### config.mk
export PLATFORM = sky130hd
export DESIGN_NAME = act_skew_feeder_flat
export DESIGN_NICKNAME = d
export VERILOG_FILES = /design/src/rtl/act_skew_feeder_if.sv /design/src/rtl/act_skew_feeder.sv /design/src/flat_wrapper.sv
export SDC_FILE = /design/constraint.sdc
export NUM_CORES = 1
export LEC_CHECK = 0
export BUFFER_PORTS_ARGS = -buffer_cell sky130_fd_sc_hd__buf_4
export CAP_MARGIN = 20
export CORE_MARGIN = 4
export CORE_UTILIZATION = 50
export CTS_BUF_LIST = sky130_fd_sc_hd__clkbuf_4 sky130_fd_sc_hd__clkbuf_8
export CTS_CLUSTER_DIAMETER = 40
export DETAILED_ROUTE_END_ITERATION = 8
export MAX_ROUTING_LAYER = met4
export PLACE_DENSITY = 0.73
export RECOVER_POWER = 100
export SLEW_MARGIN = 10
export SYNTH_ARGS = -nofsm -noshare
export SYNTH_HDL_FRONTEND = slang
export SYNTH_SLANG_ARGS = --single-unit
### constraint.sdc
create_clock -name clk -period 2.3 [get_ports clk]
set_input_delay 0.46 -clock clk [delete_from_list [all_inputs] [get_ports clk]]
set_output_delay 0.46 -clock clk [all_outputs]
set_load 0.02 [all_outputs]
### src/rtl/act_skew_feeder_if.sv
// Row-in / skewed-lanes-out bundle between the activation buffer side and the feeder.
interface act_skew_feeder_if #(
  parameter int ACCU_NUM = 5,
  parameter int BW_ACT   = 8
);
  logic                       start;
  logic                       row_valid;
  logic                       row_ready;
  logic [ACCU_NUM*BW_ACT-1:0] row_data;
  logic [ACCU_NUM*BW_ACT-1:0] PE_act_in;
  logic                       act_valid;
  logic                       busy;
  logic                       done;

  modport master (
    output start, row_valid, row_data,
    input  row_ready, PE_act_in, act_valid, busy, done
  );

  modport slave (
    input  start, row_valid, row_data,
    output row_ready, PE_act_in, act_valid, busy, done
  );
endinterface

### src/rtl/act_skew_feeder.sv
// Activation skew feeder: turns a tile of BN_NUM rows into the diagonally
// skewed per-lane stream for the systolic MAC array, plus its advance strobe.

// One lane: a DEPTH-deep register chain that moves only on advance steps.
module act_skew_lane #(
  parameter int DEPTH = 1,
  parameter int W     = 8
) (
  input  logic         clk,
  input  logic         reset,
  input  logic         adv,
  input  logic         clr,
  input  logic [W-1:0] din,
  output logic [W-1:0] dout
);
  logic [DEPTH-1:0][W-1:0] sr_q, sr_d;

  // Shift one slot per advance step; wiped while the feeder is idle so the
  // array sees zeros between tiles.
  always_comb begin
    sr_d = sr_q;
    if (clr) begin
      sr_d = '0;
    end else if (adv) begin
      sr_d[0] = din;
      for (int j = 1; j < DEPTH; j++) sr_d[j] = sr_q[j-1];
    end
  end

  // Chain registers.
  always_ff @(posedge clk) begin
    if (reset) sr_q <= '0;
    else       sr_q <= sr_d;
  end

  assign dout = sr_q[DEPTH-1];
endmodule

module act_skew_feeder #(
  parameter int ACCU_NUM = 5,
  parameter int BN_NUM   = 10,
  parameter int BW_ACT   = 8
) (
  input  logic               clk,
  input  logic               reset,
  act_skew_feeder_if.slave   bus
);
  localparam int CNT_W = $clog2(BN_NUM + 1);

  typedef enum logic [1:0] {IDLE, FILL, DRAIN} state_t;

  state_t             state_q, state_d;
  // Rows accepted while filling, drain steps taken while draining.
  logic [CNT_W-1:0]   cnt_q, cnt_d;
  logic               act_valid_q, act_valid_d;
  logic               busy_q, busy_d;
  logic               done_q, done_d;
  logic               fill, idle, accept, adv, last;

  logic [ACCU_NUM-1:0][BW_ACT-1:0] lane_in, lane_out;

  // Next-state, step counting and the strobes that get registered with the step.
  always_comb begin
    fill    = (state_q == FILL);
    idle    = (state_q == IDLE);
    accept  = fill && bus.row_valid;
    adv     = accept || (state_q == DRAIN);
    last    = 1'b0;
    state_d = state_q;
    cnt_d   = cnt_q;
    case (state_q)
      IDLE: begin
        if (bus.start) begin
          state_d = FILL;
          cnt_d   = '0;
        end
      end
      FILL: begin
        if (accept) begin
          if (cnt_q == CNT_W'(BN_NUM - 1)) begin
            cnt_d = '0;
            // A single lane has nothing to drain: the last row is the last step.
            if (ACCU_NUM == 1) begin
              state_d = IDLE;
              last    = 1'b1;
            end else begin
              state_d = DRAIN;
            end
          end else begin
            cnt_d = cnt_q + 1'b1;
          end
        end
      end
      DRAIN: begin
        if (cnt_q == CNT_W'(ACCU_NUM - 2)) begin
          state_d = IDLE;
          last    = 1'b1;
        end else begin
          cnt_d = cnt_q + 1'b1;
        end
      end
      default: state_d = IDLE;
    endcase
    act_valid_d = adv;
    done_d      = last;
    // busy covers the done cycle, which is already spent in IDLE.
    busy_d      = (state_d != IDLE) || last;
  end

  // State and registered outputs.
  always_ff @(posedge clk) begin
    if (reset) begin
      state_q     <= IDLE;
      cnt_q       <= '0;
      act_valid_q <= 1'b0;
      busy_q      <= 1'b0;
      done_q      <= 1'b0;
    end else begin
      state_q     <= state_d;
      cnt_q       <= cnt_d;
      act_valid_q <= act_valid_d;
      busy_q      <= busy_d;
      done_q      <= done_d;
    end
  end

  // Lane k has depth k+1, which produces the k-step diagonal skew; drain
  // steps inject zeros so trailing slots come out padded.
  for (genvar k = 0; k < ACCU_NUM; k++) begin : g_lane
    assign lane_in[k] = fill ? bus.row_data[k*BW_ACT +: BW_ACT] : '0;
    act_skew_lane #(.DEPTH(k + 1), .W(BW_ACT)) u_lane (
      .clk  (clk),
      .reset(reset),
      .adv  (adv),
      .clr  (idle),
      .din  (lane_in[k]),
      .dout (lane_out[k])
    );
  end

  assign bus.PE_act_in = lane_out;
  assign bus.row_ready = fill;
  assign bus.act_valid = act_valid_q;
  assign bus.busy      = busy_q;
  assign bus.done      = done_q;
endmodule

### src/flat_wrapper.sv
// flat-port wrapper written by rule: the top's interface ports become plain ports
module act_skew_feeder_flat 
#(
  parameter int ACCU_NUM = 5,
  parameter int BN_NUM   = 10,
  parameter int BW_ACT   = 8
)
  (clk, reset, bus_start, bus_row_valid, bus_row_data, bus_row_ready, bus_PE_act_in, bus_act_valid, bus_busy, bus_done);
  act_skew_feeder_if #(.ACCU_NUM(ACCU_NUM), .BW_ACT(BW_ACT)) bus_i ();
  input  logic clk;
  input  logic reset;
  input wire logic [$bits(bus_i.start)-1:0] bus_start;
  input wire logic [$bits(bus_i.row_valid)-1:0] bus_row_valid;
  input wire logic [$bits(bus_i.row_data)-1:0] bus_row_data;
  output wire logic [$bits(bus_i.row_ready)-1:0] bus_row_ready;
  output wire logic [$bits(bus_i.PE_act_in)-1:0] bus_PE_act_in;
  output wire logic [$bits(bus_i.act_valid)-1:0] bus_act_valid;
  output wire logic [$bits(bus_i.busy)-1:0] bus_busy;
  output wire logic [$bits(bus_i.done)-1:0] bus_done;
  assign bus_i.start = bus_start;
  assign bus_i.row_valid = bus_row_valid;
  assign bus_i.row_data = bus_row_data;
  assign bus_row_ready = bus_i.row_ready;
  assign bus_PE_act_in = bus_i.PE_act_in;
  assign bus_act_valid = bus_i.act_valid;
  assign bus_busy = bus_i.busy;
  assign bus_done = bus_i.done;
  act_skew_feeder #(.ACCU_NUM(ACCU_NUM), .BN_NUM(BN_NUM), .BW_ACT(BW_ACT)) u_core (.clk(clk), .reset(reset), .bus(bus_i));
endmodule
# Word-level counts from Yosys, hierarchy flattened

Index checks and enable logic that the tools add are counted.

$add $sub $neg: 1
$mul: 0
Divide/modulo/power cells: 0
Order comparisons: 0
Eq/ne operators: 7
Shifts and indexed selects: 0
Muxes and demuxes: 17
Bitwise operators: 0
Reduce and logical (&&, ||, !) cells: 8

Operators by type and width:

| operator                                                         | number |
|---|---|
| 8-bit two-way mux                                                | 5 |
| 4-bit two-way mux                                                | 4 |
| 4-bit case mux with 3 select lines                               | 1 |
| 2-bit two-way mux                                                | 4 |
| 2-bit != test (second input constant)                            | 3 |
| 2-bit case mux with 3 select lines                               | 1 |
| 4-bit by 1-bit adder with 4-bit output (second input constant)   | 1 |
| 4-bit by 2-bit == test with 1-bit output (second input constant) | 1 |
| 4-bit == test (second input constant)                            | 1 |
| 4-bit AND reduction                                              | 1 |
| 3-bit nonzero test                                               | 1 |
| 2-bit by 1-bit == test with 1-bit output (second input constant) | 1 |
| 2-bit == test (second input constant)                            | 1 |
| 2-bit logical NOT                                                | 1 |
| 1-bit logical OR                                                 | 2 |
| 1-bit two-way mux                                                | 2 |
| 2-bit nonzero test                                               | 1 |
| 2-bit OR reduction                                               | 1 |
| 1-bit logical AND                                                | 1 |

Flip-flop bits (word level): 129
Latch bits: 0
Bits in writable memories: 0
ROM bits: 0
Input port bits: 44
Output and inout port bits: 44
Logic and storage cells: 53
Memories kept: 0

# Longest topological paths before layout

Gate-level depths: netlist of the first run.

Depth in word-level cells: 6
Gate-level depth with buffers: 8
Gate-level depth less buffers: 6

# Cells and area by module

From an unflattened synthesis of the first run, not the netlist that was laid out.

Cell total of the unflattened synthesis: 531
Area total of the unflattened synthesis: 5396.4 µm²

Modules (own cells, without submodules):

| module                                  | instances | cells each | area each (µm²) | sequential area each (µm²) |
|---|---|---|---|---|
| act_skew_lane (u_core.g_lane[4].u_lane) | 1         | 139        | 1502.7          | 800.8 |
| act_skew_lane (u_core.g_lane[3].u_lane) | 1         | 113        | 1216.2          | 640.6 |
| act_skew_lane (u_core.g_lane[2].u_lane) | 1         | 87         | 927.1           | 480.5 |
| act_skew_feeder                         | 1         | 104        | 813.3           | 180.2 |
| act_skew_lane (u_core.g_lane[1].u_lane) | 1         | 61         | 641.9           | 320.3 |
| act_skew_lane (u_core.g_lane[0].u_lane) | 1         | 27         | 295.3           | 160.2 |

# Worst setup path after synthesis of the first run

Ideal clock, no wire load.

Kind: reg-to-reg
Start point: register u_core.state_q[0]
End point: register u_core.g_lane[1].u_lane.sr_q (netlist bit u_core.g_lane[1].u_lane.dout[7])
Setup time: 70 ps
Data arrival time: 1650 ps
Required time: 2230 ps
Setup slack: 580 ps
Stages on the path, launching flop included: 8
Path buffers: 3
Period minus slack after synthesis: 1720 ps
Cell sequence: dfxtp_1 -> ha_1 -> buf_2 -> a21o_1 -> buf_2 -> clkbuf_1 -> nand2_1 -> a21oi_1

Longest elaborated chain between the ends: 3
Elaborated cells on any way between the ends: 6
Classes of those cells: 2 x eq/ne; 4 x reduce/logical

Ends and longest elaborated chain:

| item                                     | RTL line               | RTL |
|---|---|---|
| from (decl)                              | act_skew_feeder.sv:52  | `state_t state_q, state_d;` |
| from (signal assigned)                   | act_skew_feeder.sv:119 | `state_q <= state_d;` |
| 2-bit by 1-bit == test with 1-bit output | act_skew_feeder.sv:64  | `fill = (state_q == FILL);` |
| net bus_row_ready                        | flat_wrapper.sv:15     | `output wire logic [$bits(bus_i.row_ready)-1:0] bus_row_ready;` |
| 1-bit logical AND                        | act_skew_feeder.sv:66  | `accept = fill && bus.row_valid;` |
| 1-bit logical OR                         | act_skew_feeder.sv:67  | `adv = accept \|\| (state_q == DRAIN);` |
| to (signal assigned)                     | act_skew_feeder.sv:33  | `else sr_q <= sr_d;` |
| to (decl)                                | act_skew_feeder.sv:16  | `logic [DEPTH-1:0][W-1:0] sr_q, sr_d;` |

The timed path passes the listed nets, and every way through them passes these cells.
A chain may end at the register's enable or synchronous reset.

# Worst setup path in the final report of the first run

Start point: register u_core.state_q[0]
End point: output bus_row_ready

Longest elaborated chain between the ends: 1

Ends and longest elaborated chain:

| item                                     | RTL line |
|---|---|
| 2-bit by 1-bit == test with 1-bit output | act_skew_feeder.sv:64 |
| to (decl)                                | flat_wrapper.sv:15 |

Every way passes these cells.

==> insert_results.sql, run 1 <==
INSERT INTO impl_metrics (metric_group, metric, value, unit) VALUES
('place', 'gpl.final_weighted_congestion', '0.713', ''),
('global_route', 'grt_first_pass_wirelength', '16900', 'um'),
('die', 'floorplan.io_pins', '88', ''),
('clocking', 'cts_inserted_buffers', '17', ''),
('routing', 'detail_route.wl_per_cell', '12.8', 'um'),
('routing', 'drt-initial-drc-count', '161', ''),
('sta', 'grt_setup_unrepaired', 'false', ''),
('clocking', 'path_clk_slew', '80', 'ps'),
('worst_setup_path', 'critPathLaunchType', 'register', ''),
('clocking', 'htree_levels', '4', ''),
('synth', 'yosysWarnings', '0', ''),
('worst_setup_path', 'crit_type', 'register to output port', ''),
('sta', 'fmaxAchievable', '479', 'MHz'),
('die', 'row_count', '35', ''),
('global_route', 'grt_overflow_total', '0', ''),
('finish', 'final_area', '5700', 'um2'),
('power_and_ir_drop', 'leakage', '0.00183', 'uW'),
('finish', 'drive_above_1_share', '0.132', ''),
('power_and_ir_drop', 'worst_ir_drop_vdd', '402', 'uV'),
('global_route', 'vias_in_the_first_global_route', '3761', ''),
('sta', 'setup_violating_endpoint_count_in_the_final_report', '0', ''),
('global_route', 'grt_start_max_net_pins', '65', ''),
('clocking', 'post-cts-setup-buffers', '0', ''),
('clocking', 'cts.repair.resized', '0', ''),
('synth', 'average_instance_area_after_synthesis', '7.99', 'um2'),
('run_status', 'run_status', 'finished, final reports clean', ''),
('power_and_ir_drop', 'power_density', '841', 'nW/um2'),
('routing', 'route.antenna.remaining_nets', '0', ''),
('worst_setup_path', 'worst-endpoint-arrival', '1630', 'ps'),
('synth', 'top_cells_by_area_synth', 'sky130_fd_sc_hd__dfxtp_1 52%, sky130_fd_sc_hd__nand2_1 15%, sky130_fd_sc_hd__a21oi_1 13%, sky130_fd_sc_hd__buf_4 4.9%, sky130_fd_sc_hd__nand3_1 4.3%', ''),
('place', 'postPlaceCellArea', '5470', 'um2'),
('finish', 'nets', '705', ''),
('synth', 'yosys.area.top_type_share', '0.524', ''),
('synth', 'synth-seq-area-share', '0.524', ''),
('clocking', 'post_cts_hold_buffer_count', '0', ''),
('global_route', 'antenna_violations_before_repair', '0', ''),
('synth', 'yosys-top-cells-count', '203 x sky130_fd_sc_hd__nand2_1, 129 x sky130_fd_sc_hd__dfxtp_1, 124 x sky130_fd_sc_hd__a21oi_1', ''),
('sta', 'slew_violations', '0', ''),
('clocking', 'cts_tree', 'done', ''),
('sta', 'worst_pin_slew', '683', 'ps'),
('routing', 'drc', '0', ''),
('synth', 'net_count_after_synthesis', '667', ''),
('sta', 'fin_crit_sh', '0.907', ''),
('routing', 'via_count', '4061', ''),
('die', 'initial_cell_density_of_the_core', '0.524', ''),
('die', 'die_w', '107', 'um'),
('routing', 'vias_per_cell', '5.10', ''),
('clocking', 'cts_root_buffer', 'sky130_fd_sc_hd__clkbuf_8', ''),
('synth', 'synth_top_area_cell', 'sky130_fd_sc_hd__dfxtp_1', ''),
('finish', 'syn_to_final_growth', '15.6', '%'),
('synth', 'netlist-cell-type-count', '30', ''),
('sta', 'slew_headroom', '0.545', ''),
('place', 'place_worst_setup_slack', '385', 'ps'),
('global_route', 'grtUsageTotal', '0.185', ''),
('clocking', 'cts_max_path_buffers', '2', ''),
('worst_setup_path', 'cp-end-kind', 'output port', ''),
('sta', 'finClkSkew', '13.3', 'ps'),
('synth', 'yosys.cell_count.top_type', 'sky130_fd_sc_hd__nand2_1', ''),
('synth', 'synthCells', '617', ''),
('worst_setup_path', 'cp_max_fo', '23', ''),
('synth', 'synth_edf_count', '0', ''),
('clocking', 'insertion_delay_of_the_later_clocked_pin_in_the_worst_skew_pair', '420', 'ps'),
('die', 'design.die.area', '11500', 'um2'),
('routing', 'maxUsedRoutingLayer', 'met4', ''),
('clocking', 'clock-sinks', '129', ''),
('routing', 'met3RoutedLength', '567', 'um'),
('routing', 'dr.pass1.iters', '4', ''),
('sta', 'summed_negative_setup_slack_over_all_endpoints', '0', 'ps'),
('synth', 'netlist_area_before_placement', '4930', 'um2'),
('routing', 'postRouteWirelength', '10200', 'um'),
('sta', 'fin_crit', '2090', 'ps');
-- cell type report --
| cell class | instances | area [um2] |
|---|---|---|
| fill | 901 | 3710 |
| sequential | 129 | 2580 |
| multi-input combinational | 408 | 1930 |
| timing repair buffer | 96 | 606 |
| clock buffer | 20 | 256 |
| tap | 129 | 161 |
| clock inverter | 11 | 156 |
| inverter | 3 | 11.3 |
-- placed cells by master, fill, tap and decap left out, drive strengths merged --
cell,netlist,layout
mux2i,2,2
and4bb,1,1
a21o,1,1
nand2,203,203
a31oi,1,1
o211ai,1,1
bufinv,0,3
nor4bb,1,1
ha,6,6
a21oi,124,124
or2,1,1
a2111o,1,1
nor3b,1,1
nor4,2,2
nand4b,1,1
o21ai,3,3
clkinvlp,0,3
inv,3,5
or3,2,2
clkbuf,20,65
or3b,1,1
and3b,1,1
dfxtp,129,129
a211oi,1,1
clkinv,0,3
nand3,42,42
nor2b,3,3
buf,57,51
nor3,4,4
nor2,5,5
-- through the flow --
step / power [uW] / instances / util / hold WS, ps
finish: 4790 / 796 / 0.605 / 306
global route: 4990 / 796 / 0.605 / 283
CTS: 4840 / 796 / 0.624 / 283
detailed placement: 2880 / 765 / 0.580 / 444
global placement: 2860 / 765 / 0.580 / 438
floorplan: 2680 / 617 / - / 432
-- layer usage --
metal / track usage / vias up
met4: 0.0603 / 0
li1: - / 2070
met2: 0.304 / 94
met3: 0.0492 / 11
met5: - / -
met1: 0.222 / 1886
-- final timing paths --
| kind | from | end | slack, ps | cells after the start |
|---|---|---|---|---|
| setup / recovery | u_core.state_q[0]$_SDFF_PP0_ | bus_row_ready | 210 | 2 |
| setup reg to reg | u_core.state_q[1]$_SDFF_PP0_ | u_core.g_lane[4].u_lane.sr_q[20]$_SDFFE_PP0P_ | 340 | 6 |
| hold / removal | reset | u_core.cnt_q[0]$_SDFFE_PP0P_ | 310 | 2 |
| hold reg to reg | u_core.g_lane[3].u_lane.sr_q[14]$_SDFFE_PP0P_ | u_core.g_lane[3].u_lane.sr_q[22]$_SDFFE_PP0P_ | 450 | 2 |
-- power breakdown --
group / internal (uW) / switching [uW] / leakage [uW]
combinational: 161 / 384 / 0.000594
sequential: 2250 / 12.2 / 0.00104
clock: 1110 / 870 / 0.000200
-- kinds of logic after synthesis --
kind of cell,after synthesis,share of synthesized area
simple gates,268,0.230
fa+ha+maj,6,0.0152
buf+inv,80,0.0906
flops,129,0.524
compound gates,132,0.137
mux,2,0.00406
-- state kept, by name (all words and copies together) (netlist names) --
name and flops:
u_core.bus.done 1, u_core.bus.act_valid 1, u_core.bus.busy 1, u_core.g_lane.u_lane.sr_q 80
u_core.cnt_q 4, u_core.state_q 2, u_core.g_lane.u_lane.dout 40
-- worst max-delay path: stages, from the launching register on --
cell and delay [ps]:
sky130_fd_sc_hd__dfxtp_1 410, sky130_fd_sc_hd__ha_2 500, sky130_fd_sc_hd__clkbuf_1 300
Power figures use the tool's default switching activity.
==> run 2: changes to the inputs <==
==> constraint.sdc (replaced) <==
create_clock -name clk -period 2.3 [get_ports clk]
set_input_delay 0.23 -clock clk [delete_from_list [all_inputs] [get_ports clk]]
set_output_delay 0.23 -clock clk [all_outputs]
set_load 0.02 [all_outputs]
==> run 2 against run 1 <==
Largest power group unchanged. First-iteration DRC count down 8.7%. Critical path depth up 5. Wire length down 1.1%. Sequential power about the same. Maximum frequency up 4.9%. Critical endpoint is now u_core.cnt_q[3]$_SDFFE_PP0P_. Hold slack worse by 240 ps. Die area unchanged. Sequential cell count unchanged. Non-clock buffer count up 1.
==> insert_results.sql, run 2 (same netlist as run 1, synthesis figures left out) <==
INSERT INTO impl_metrics (metric_group, metric, value, unit) VALUES
('sta', 'summed_negative_setup_slack_over_all_endpoints', '0', 'ps'),
('global_route', 'grt_overflow_total', '0', ''),
('die', 'floorplan.io_pins', '88', ''),
('worst_setup_path', 'critical_path.max_stage_delay', '510', 'ps'),
('sta', 'final_hold_viol_count', '0', ''),
('die', 'dieHeight', '107', 'um'),
('worst_setup_path', 'critPathLaunchType', 'register', ''),
('finish', 'insertedDiodeCount', '0', ''),
('routing', 'route.antenna.remaining_nets', '0', ''),
('sta', 'fin_crit_sh', '0.865', ''),
('power_and_ir_drop', 'power.switching', '1250', 'uW'),
('worst_setup_path', 'cpMostUsedCell', 'sky130_fd_sc_hd__o21ai_0', ''),
('global_route', 'vias_in_the_first_global_route', '3858', ''),
('clocking', 'post-cts-setup-buffers', '0', ''),
('global_route', 'grtUsageTotal', '0.184', ''),
('routing', 'maxUsedRoutingLayer', 'met4', ''),
('place', 'placedCellCount', '766', ''),
('place', 'detailed_place_hpwl', '6350', 'um'),
('worst_setup_path', 'path_cells', 'inv_1 -> ha_1 -> buf_4 -> o21ai_0 -> nor3b_1 -> o21ai_0 -> a21oi_1', ''),
('sta', 'fmaxAchievable', '503', 'MHz'),
('die', 'design.die.area', '11500', 'um2'),
('finish', 'commonest_cells_after_routing_fill_and_taps_aside', '203 x sky130_fd_sc_hd__nand2_1, 129 x sky130_fd_sc_hd__dfxtp_1, 123 x sky130_fd_sc_hd__a21oi_1, 47 x sky130_fd_sc_hd__buf_4, 43 x sky130_fd_sc_hd__clkbuf_1', ''),
('routing', 'via_count', '4071', ''),
('sta', 'worst_pin_slew', '685', 'ps'),
('power_and_ir_drop', 'p_clk_frac', '0.422', ''),
('worst_setup_path', 'r2r_slack', '310', 'ps'),
('global_route', 'grt_start_max_net_pins', '65', ''),
('clocking', 'cts_tree', 'done', ''),
('finish', 'nets', '706', ''),
('global_route', 'grt_first_pass_wirelength', '16700', 'um'),
('sta', 'slew_violations', '0', ''),
('place', 'number_of_buffers_inserted_by_port_buffering', '87', ''),
('sta', 'finClkSkew', '10.6', 'ps'),
('place', 'gpl.final_weighted_congestion', '0.752', ''),
('worst_setup_path', 'crit_slowest_cell', 'sky130_fd_sc_hd__o21ai_0', ''),
('worst_setup_path', 'cp_max_fo', '15', ''),
('power_and_ir_drop', 'power_density', '850', 'nW/um2'),
('worst_setup_path', 'cp-end-kind', 'register', ''),
('sta', 'grt_setup_unrepaired', 'false', ''),
('global_route', 'antenna_violations_before_repair', '0', ''),
('worst_setup_path', 'crit_type', 'register to register', ''),
('die', 'core', '9420', 'um2'),
('finish', 'drive_above_1_share', '0.133', ''),
('power_and_ir_drop', 'worst_ir_drop_vdd', '588', 'uV'),
('routing', 'postRouteWirelength', '10100', 'um'),
('die', 'die_w', '107', 'um'),
('clocking', 'cts_max_path_buffers', '2', ''),
('clocking', 'cts_inserted_buffers', '17', ''),
('sta', 'fin_crit', '1990', 'ps'),
('die', 'initial_cell_density_of_the_core', '0.524', ''),
('clocking', 'cts.repair.resized', '0', ''),
('clocking', 'post_cts_hold_buffer_count', '0', ''),
('finish', 'largest_register_ff_count', '80', ''),
('run', 'max_capacitance_violation_count', '0', ''),
('routing', 'met3RoutedLength', '489', 'um'),
('routing', 'dr.pass1.iters', '4', ''),
('worst_setup_path', 'worst-endpoint-arrival', '2290', 'ps'),
('sta', 'hold_slack', '65.7', 'ps'),
('clocking', 'htree_levels', '4', ''),
('power_and_ir_drop', 'fin_total_pwr', '4860', 'uW'),
('routing', 'detail_route.wl_per_cell', '12.6', 'um'),
('routing', 'wl_met2', '4940', 'um'),
('routing', 'drt-initial-drc-count', '147', ''),
('worst_hold_path', 'worst_hold_path_type', 'input pin to register', ''),
('routing', 'drc', '0', ''),
('finish', 'stdcell_count', '797', ''),
('finish', 'syn_to_final_growth', '16.0', '%'),
('finish', 'multi_input_comb_area', '1920', 'um2'),
('finish', 'register_area', '2580', 'um2'),
('power_and_ir_drop', 'combPwrFrac', '0.113', ''),
('finish', 'layout.filler_cells', '871', ''),
('power_and_ir_drop', 'seq_power_share', '0.465', ''),
('die', 'row_count', '35', ''),
('power_and_ir_drop', 'netSwitchingFraction', '0.258', ''),
('worst_setup_path', 'worstPathRequired', '2600', 'ps'),
('clocking', 'insertion_delay_of_the_later_clocked_pin_in_the_worst_skew_pair', '420', 'ps'),
('power_and_ir_drop', 'internal-power', '3610', 'uW'),
('sta', 'setup_violating_endpoint_count_in_the_final_report', '0', ''),
('run_status', 'run_status', 'finished, final reports clean', ''),
('routing', 'met1_length', '4490', 'um'),
('routing', 'vias_per_cell', '5.11', ''),
('clocking', 'cts_root_buffer', 'sky130_fd_sc_hd__clkbuf_8', ''),
('finish', 'layout_commonest_cell', 'sky130_fd_sc_hd__nand2_1', ''),
('clocking', 'path_clk_slew', '70', 'ps'),
('finish', 'regMostFlops', 'u_core.g_lane.u_lane.sr_q', ''),
('sta', 'slew_headroom', '0.543', ''),
('power_and_ir_drop', 'leakage', '0.00186', 'uW'),
('clocking', 'clock-sinks', '129', '');
## run 2: cell types whose count changed in the layout (fill, tap and decap cells not counted), sizes merged
cell / before / now
clkbuf: 65 / 64
clkinvlp: 3 / 0
inv: 5 / 4
clkinv: 3 / 8
bufinv: 3 / 4
## run 2: layout make-up
cell class / count / share of cell area
Multi-Input combinational cell: 408 / 0.336
Clock inverter: 13 / 0.0328
Inverter: 3 / 0.00197
Sequential cell: 129 / 0.451
Tap cell: 129 / 0.0282
Clock buffer: 18 / 0.0422
Timing Repair Buffer: 97 / 0.107
## run 2: per-stage QoR
step                cell area (um2)  worst slack [ps]  utilization
finish                         5720               311        0.608
global route                   5720               115        0.608
CTS                            5900               394        0.627
detailed placement             5470               421        0.581
global placement               5470               543        0.581
floorplan                      4930               580            -
## run 2: path summary, 6_finish.rpt
path,start,endpoint,cells past startpoint
worst max-delay path,u_core.state_q[1]$_SDFF_PP0_,u_core.cnt_q[3]$_SDFFE_PP0P_,7
worst min-delay path,reset,u_core.cnt_q[0]$_SDFFE_PP0P_,2
worst max register to register,u_core.state_q[1]$_SDFF_PP0_,u_core.cnt_q[3]$_SDFFE_PP0P_,7
worst min register to register,u_core.g_lane[3].u_lane.sr_q[22]$_SDFFE_PP0P_,u_core.g_lane[3].u_lane.dout[6]$_SDFFE_PP0P_,2
## run 2: per-layer routing
layer / global-route usage / up-vias
li1: - / 2083
met1: 0.207 / 1898
met2: 0.310 / 77
met3: 0.0552 / 13
met4: 0.0658 / 0
met5: - / -
## run 2: worst max-delay path, delay by kind of cell, from the launching register on
family	cells	cell delay (ps)
adders and majority gates	1	310
buffers and inverters	2	320
DFF	1	380
AOI/OAI and AO/OA	3	760
and+or+nand+nor	1	90
## run 2: power by group through the flow
stage | clock network [uW] | logic, uW | registers [uW]
global placement | 0 | 560 | 2310
detailed placement | 0 | 567 | 2310
global route | 2200 | 600 | 2260
finish | 2050 | 547 | 2260
CTS | 2100 | 567 | 2260
floorplan | 0 | 359 | 2320
